<file path="config.mk">
export PLATFORM = sky130hd
export DESIGN_NAME = sram_arb
export DESIGN_NICKNAME = d
export VERILOG_FILES = /design/src/rtl/sram_arb_pkg.sv /design/src/rtl/sram_arb_rr_arbiter.sv /design/src/rtl/sram_arb.sv
export SDC_FILE = /design/constraint.sdc
export NUM_CORES = 2
export LEC_CHECK = 0
export CAP_MARGIN = 20
export CORE_MARGIN = 5
export CORE_UTILIZATION = 56
export DETAILED_ROUTE_END_ITERATION = 10
export PLACE_DENSITY = 0.72
export SLEW_MARGIN = 20
export SYNTH_ARGS = -nofsm -noshare
export SYNTH_HDL_FRONTEND = slang
export SYNTH_HIERARCHICAL = 1
export SYNTH_SLANG_ARGS = --single-unit
</file>
<file path="constraint.sdc">
create_clock -name clk -period 5.3 [get_ports clk]
set_input_delay 1.06 -clock clk [delete_from_list [all_inputs] [get_ports clk]]
set_output_delay 1.06 -clock clk [all_outputs]
set_load 0.02 [all_outputs]
</file>
<file path="src/rtl/sram_arb_pkg.sv">
// Shared constants and types for the multi-channel SRAM arbiter.
package sram_arb_pkg;

  localparam int DEF_DATA_W = 8;
  localparam int DEF_ADDR_W = 8;
  localparam int DEF_NCH    = 2;
  localparam int DEF_RD_LAT = 1;
  localparam int MAX_NCH    = 8;

  // Wide enough to name any of up to MAX_NCH channels.
  typedef logic [$clog2(MAX_NCH)-1:0] ch_id_t;

endpackage

</file>
<file path="src/rtl/sram_arb_rr_arbiter.sv">
// Round-robin arbiter: the first requester found after the pointer wins.
module rr_arbiter
  import sram_arb_pkg::*;
#(
  parameter int NCH = DEF_NCH
) (
  input  logic [NCH-1:0] req,
  input  ch_id_t         pointer,
  output logic [NCH-1:0] gnt,
  output ch_id_t         idx
);

  // Walk offsets from farthest to nearest so the channel closest after the pointer overrides.
  always_comb begin
    gnt = '0;
    idx = '0;
    for (int off = NCH; off >= 1; off--) begin
      for (int i = 0; i < NCH; i++) begin
        if (req[i] && ((int'(pointer) + off) % NCH) == i) begin
          gnt    = '0;
          gnt[i] = 1'b1;
          idx    = ch_id_t'(i);
        end
      end
    end
  end

endmodule

</file>
<file path="src/rtl/sram_arb.sv">
// Single-port SRAM shared by NCH requesters through a round-robin arbiter,
// with a fixed-latency read-return pipeline.
module sram_arb
  import sram_arb_pkg::*;
#(
  parameter int DATA_W = DEF_DATA_W,
  parameter int ADDR_W = DEF_ADDR_W,
  parameter int NCH    = DEF_NCH,
  parameter int RD_LAT = DEF_RD_LAT
) (
  input  logic                  clk,
  input  logic                  rst,
  input  logic [NCH-1:0]        en,
  input  logic [NCH-1:0]        wr,
  input  logic [NCH*DATA_W-1:0] wr_data,
  input  logic [NCH*ADDR_W-1:0] addr,
  output logic [NCH-1:0]        gnt,
  output logic [NCH-1:0]        rd_valid,
  output logic [DATA_W-1:0]     rd_data
);

  localparam int DEPTH = 2 ** ADDR_W;

  logic [DATA_W-1:0] mem [DEPTH];

  ch_id_t            last_granted;
  ch_id_t            gnt_idx;
  logic [NCH-1:0]    arb_gnt;
  logic              granted;
  logic              sel_wr;
  logic [ADDR_W-1:0] sel_addr;
  logic [DATA_W-1:0] sel_wdata;

  logic              pipe_v  [RD_LAT];
  ch_id_t            pipe_ch [RD_LAT];
  logic [DATA_W-1:0] pipe_d  [RD_LAT];

  rr_arbiter #(.NCH(NCH)) u_arb (
    .req     (en),
    .pointer (last_granted),
    .gnt     (arb_gnt),
    .idx     (gnt_idx)
  );

  assign gnt     = rst ? '0 : arb_gnt;
  assign granted = |gnt;

  always_comb begin
    sel_wr    = 1'b0;
    sel_addr  = '0;
    sel_wdata = '0;
    for (int i = 0; i < NCH; i++) begin
      if (gnt[i]) begin
        sel_wr    = wr[i];
        sel_addr  = addr[i*ADDR_W +: ADDR_W];
        sel_wdata = wr_data[i*DATA_W +: DATA_W];
      end
    end
  end

  // Memory has no reset so writes granted before a reset survive it.
  always_ff @(posedge clk) begin
    if (granted && sel_wr) mem[sel_addr] <= sel_wdata;
  end

  // Stage data only advances alongside a valid bit, so the last stage holds the last returned word.
  always_ff @(posedge clk or posedge rst) begin
    if (rst) begin
      last_granted <= ch_id_t'(NCH - 1);
      for (int s = 0; s < RD_LAT; s++) begin
        pipe_v[s]  <= 1'b0;
        pipe_ch[s] <= '0;
        pipe_d[s]  <= '0;
      end
    end else begin
      if (granted) last_granted <= gnt_idx;
      pipe_v[0] <= granted && !sel_wr;
      if (granted && !sel_wr) begin
        pipe_ch[0] <= gnt_idx;
        pipe_d[0]  <= mem[sel_addr];
      end
      for (int s = 1; s < RD_LAT; s++) begin
        pipe_v[s] <= pipe_v[s-1];
        if (pipe_v[s-1]) begin
          pipe_ch[s] <= pipe_ch[s-1];
          pipe_d[s]  <= pipe_d[s-1];
        end
      end
    end
  end

  always_comb begin
    rd_valid = '0;
    for (int i = 0; i < NCH; i++) begin
      rd_valid[i] = pipe_v[RD_LAT-1] && (pipe_ch[RD_LAT-1] == ch_id_t'(i));
    end
  end

  assign rd_data = pipe_d[RD_LAT-1];

endmodule

</file>
==> impl_results.md <==
- Number of filler instances in the final layout: 10.0k
- Worst slack at placement: -3.16 ps
- Cell internal pwr: 0.0269 W
- Cell row count: 140
- Largest fanout on the critical path: 36
- Final GP Congestion: 0.990
- Max_cap viols: 0
- Net switching power figure: 0.00853 W
- Run status: complete, no violations
- Leakage power: 33.3 nW
- Number of global-route vias before repair: 52.4k
- Critical setup path kind: primary input to flop
- Sw frac: 0.241
- Arrival time reported for the critical path endpoint: 5280 ps
- Final setup fails: 0
- Maximum clock path buffer count: 3
- I/O pin total: 50
- CTS Buf Count: 200
- CP Launch Type: primary input
- Antenna-violating nets left: 0
- Setup skew after layout: 50.7 ps
- Portion of total power attributed to sequential cells: 0.515
- Netlist Area Pre-Place: 0.0824 mm²
- Post-synthesis area per instance: 13.6 µm²
- Final instance area: 0.0949 mm²
- Gate power share: 0.096
- Total congestion overflow after global routing: 0
- Unrepaired setup endpoints after global routing: no
- Number of standard cells after synthesis: 6040
- Worst-skew pair later-pin latency: 840 ps
- Overall die width: 394 µm
- Slack of the worst reg-to-reg path: 1020 ps
- Final setup slack of the worst path: 706 ps
- Die footprint: 0.155 mm²
- Layout cells sized above 1: 0.136
- Post-detailed-placement cell area: 0.0886 mm²
- Number of optimization iterations in the first detailed-route pass: 7
- Drt initial violations: 8217
- Post-CTS setup repair buffer count: 0
- Master cell of the clock root buffer: clkbuf_16
- Storage cell area: 0.0618 mm²
- Placed cell count: 8161
- Type of the most critical hold path: flop to flop
- Worst rel slew slack: 0.324
- Clock power frac: 0.389
- All-layer global routing usage: 0.300
- Number of antenna violations at the first check in global routing: 9
- VDD IR max: 0.000339 V
- FMAX: 0.218 GHz
- Die height: 394 µm
- Worst Tran Pin Value: 1010 ps
- Clock transition time at the flip-flop clock pins of the worst setup and hold paths: 60 ps
- Period utilization: 0.867
- Maximum level of the CTS H-tree: 4
- Hold buffer count at CTS: 0
- Shortest clock period the worst path allows after layout: 4590 ps
- Number of hold violations in the final report: 0
- Number of instances resized during post-cts repair: 0
- Routed wl met3: 29400 µm
- DRC violations left: 0
- Count of non-filler cells in the finished layout: 8544
- Post-detailed-routing wire length: 237000 µm
- Detailed placement HPWL: 150000 µm
- Total negative slack for setup checks: 0 ps
- Met2 Wirelength: 109000 µm
- Footprint of the multi-input gates: 0.0184 mm²
- Core area: 0.146 mm²
- Met1 Routed Length: 86200 µm
- Highest routed layer: met5
- Maximum number of pins on one net before global-route repair: 96
- Yosys Warn Count: 6
- Area growth, synth to finish: 15.1%
- Overall Power: 0.0354 W
- Buffers added on ports: 49
- Drt via density: 6.45
- Setup crit end kind: flop
- Number of nets in the layout: 6484
- Initial Utilization: 0.565
- Number of max-slew violations in the final report: 0
- Total number of clock tree sinks: 2061
- Clock tree from TritonCTS: done
- Via count: 55.1k
- First-pass GRT wire length: 348000 µm
- Per-cell routed wire length: 27.8 µm
- Cell area power density: 373 mW/mm²
- Req. time, crit path: 5980 ps
## area by class of cell
class / instances / share of cell area
antenna: 11 / 0.000290
timing repair buffer: 615 / 0.0619
clock buffer: 253 / 0.0562
inverter: 3 / 0.000119
clock inverter: 119 / 0.0104
sequential: 2061 / 0.651
tap: 1917 / 0.0253
multi-input combinational: 3565 / 0.194
## state kept, by name, indices dropped and copies added (netlist names)
name,cells
last_granted,1
pipe_v,1
mem,2048
pipe_ch,3
rd_data,8
## power by group through the flow
stage / Clock (W) / Sequential [W] / Combinational (W)
after floorplan: 0 / 0.0186 / 0.00174
after CTS: 0.0139 / 0.0182 / 0.00330
after detailed placement: 0 / 0.0186 / 0.00328
final: 0.0138 / 0.0182 / 0.00339
after global placement: 0 / 0.0186 / 0.00323
after global routing: 0.0146 / 0.0182 / 0.00352
## critical path, stage by stage
cell and delay [ps]:
clkdlybuf4s50_1 470, a21boi_1 180, buf_4 220, and3b_2 280, o21ai_4 380, buf_12 300, mux2i_1 230, a32oi_1 90
a32oi_1 640, a31oi_1 290, buf_4 220, o31a_1 300, nor3_1 280, buf_4 170, a41oi_1 130
## metrics by stage
stage | util | hold slack [ps]
2_1_floorplan | - | 495
3_3_place_gp | 0.607 | 521
3_5_place_dp | 0.607 | 522
4_1_cts | 0.650 | 533
5_1_grt | 0.650 | 566
6_report | 0.650 | 531
## routing by layer
metal / up-vias / global-route usage
li1: 23500 / -
met1: 27100 / 0.410
met2: 3845 / 0.460
met3: 691 / 0.0765
met4: 4 / 0.136
met5: - / 0
## final timing paths
path                                 start    endpoint  cells after the start
hold / removal                  pipe_ch[0]  pipe_ch[0]                      1
max in group asynchronous              rst  rd_data[6]                      3
setup reg to reg           last_granted[0]  rd_data[4]                     13
min in group asynchronous              rst  pipe_ch[2]                      2
hold reg to reg                 pipe_ch[0]  pipe_ch[0]                      1
setup / recovery                     en[1]  rd_data[5]                     15
## layout by cell type, fill, tap and decap left out, types with 105 or more instances in the layout
master and count:
a211oi_1 112, a31oi_1 199, a32oi_1 105, and3_1 140, buf_4 475, clkbuf_16 205
edfxtp_1 2048, mux2i_1 146, nand2_1 1590, nand3_1 593, nor2_1 252
No activity file was read; power rests on OpenSTA's default activity.
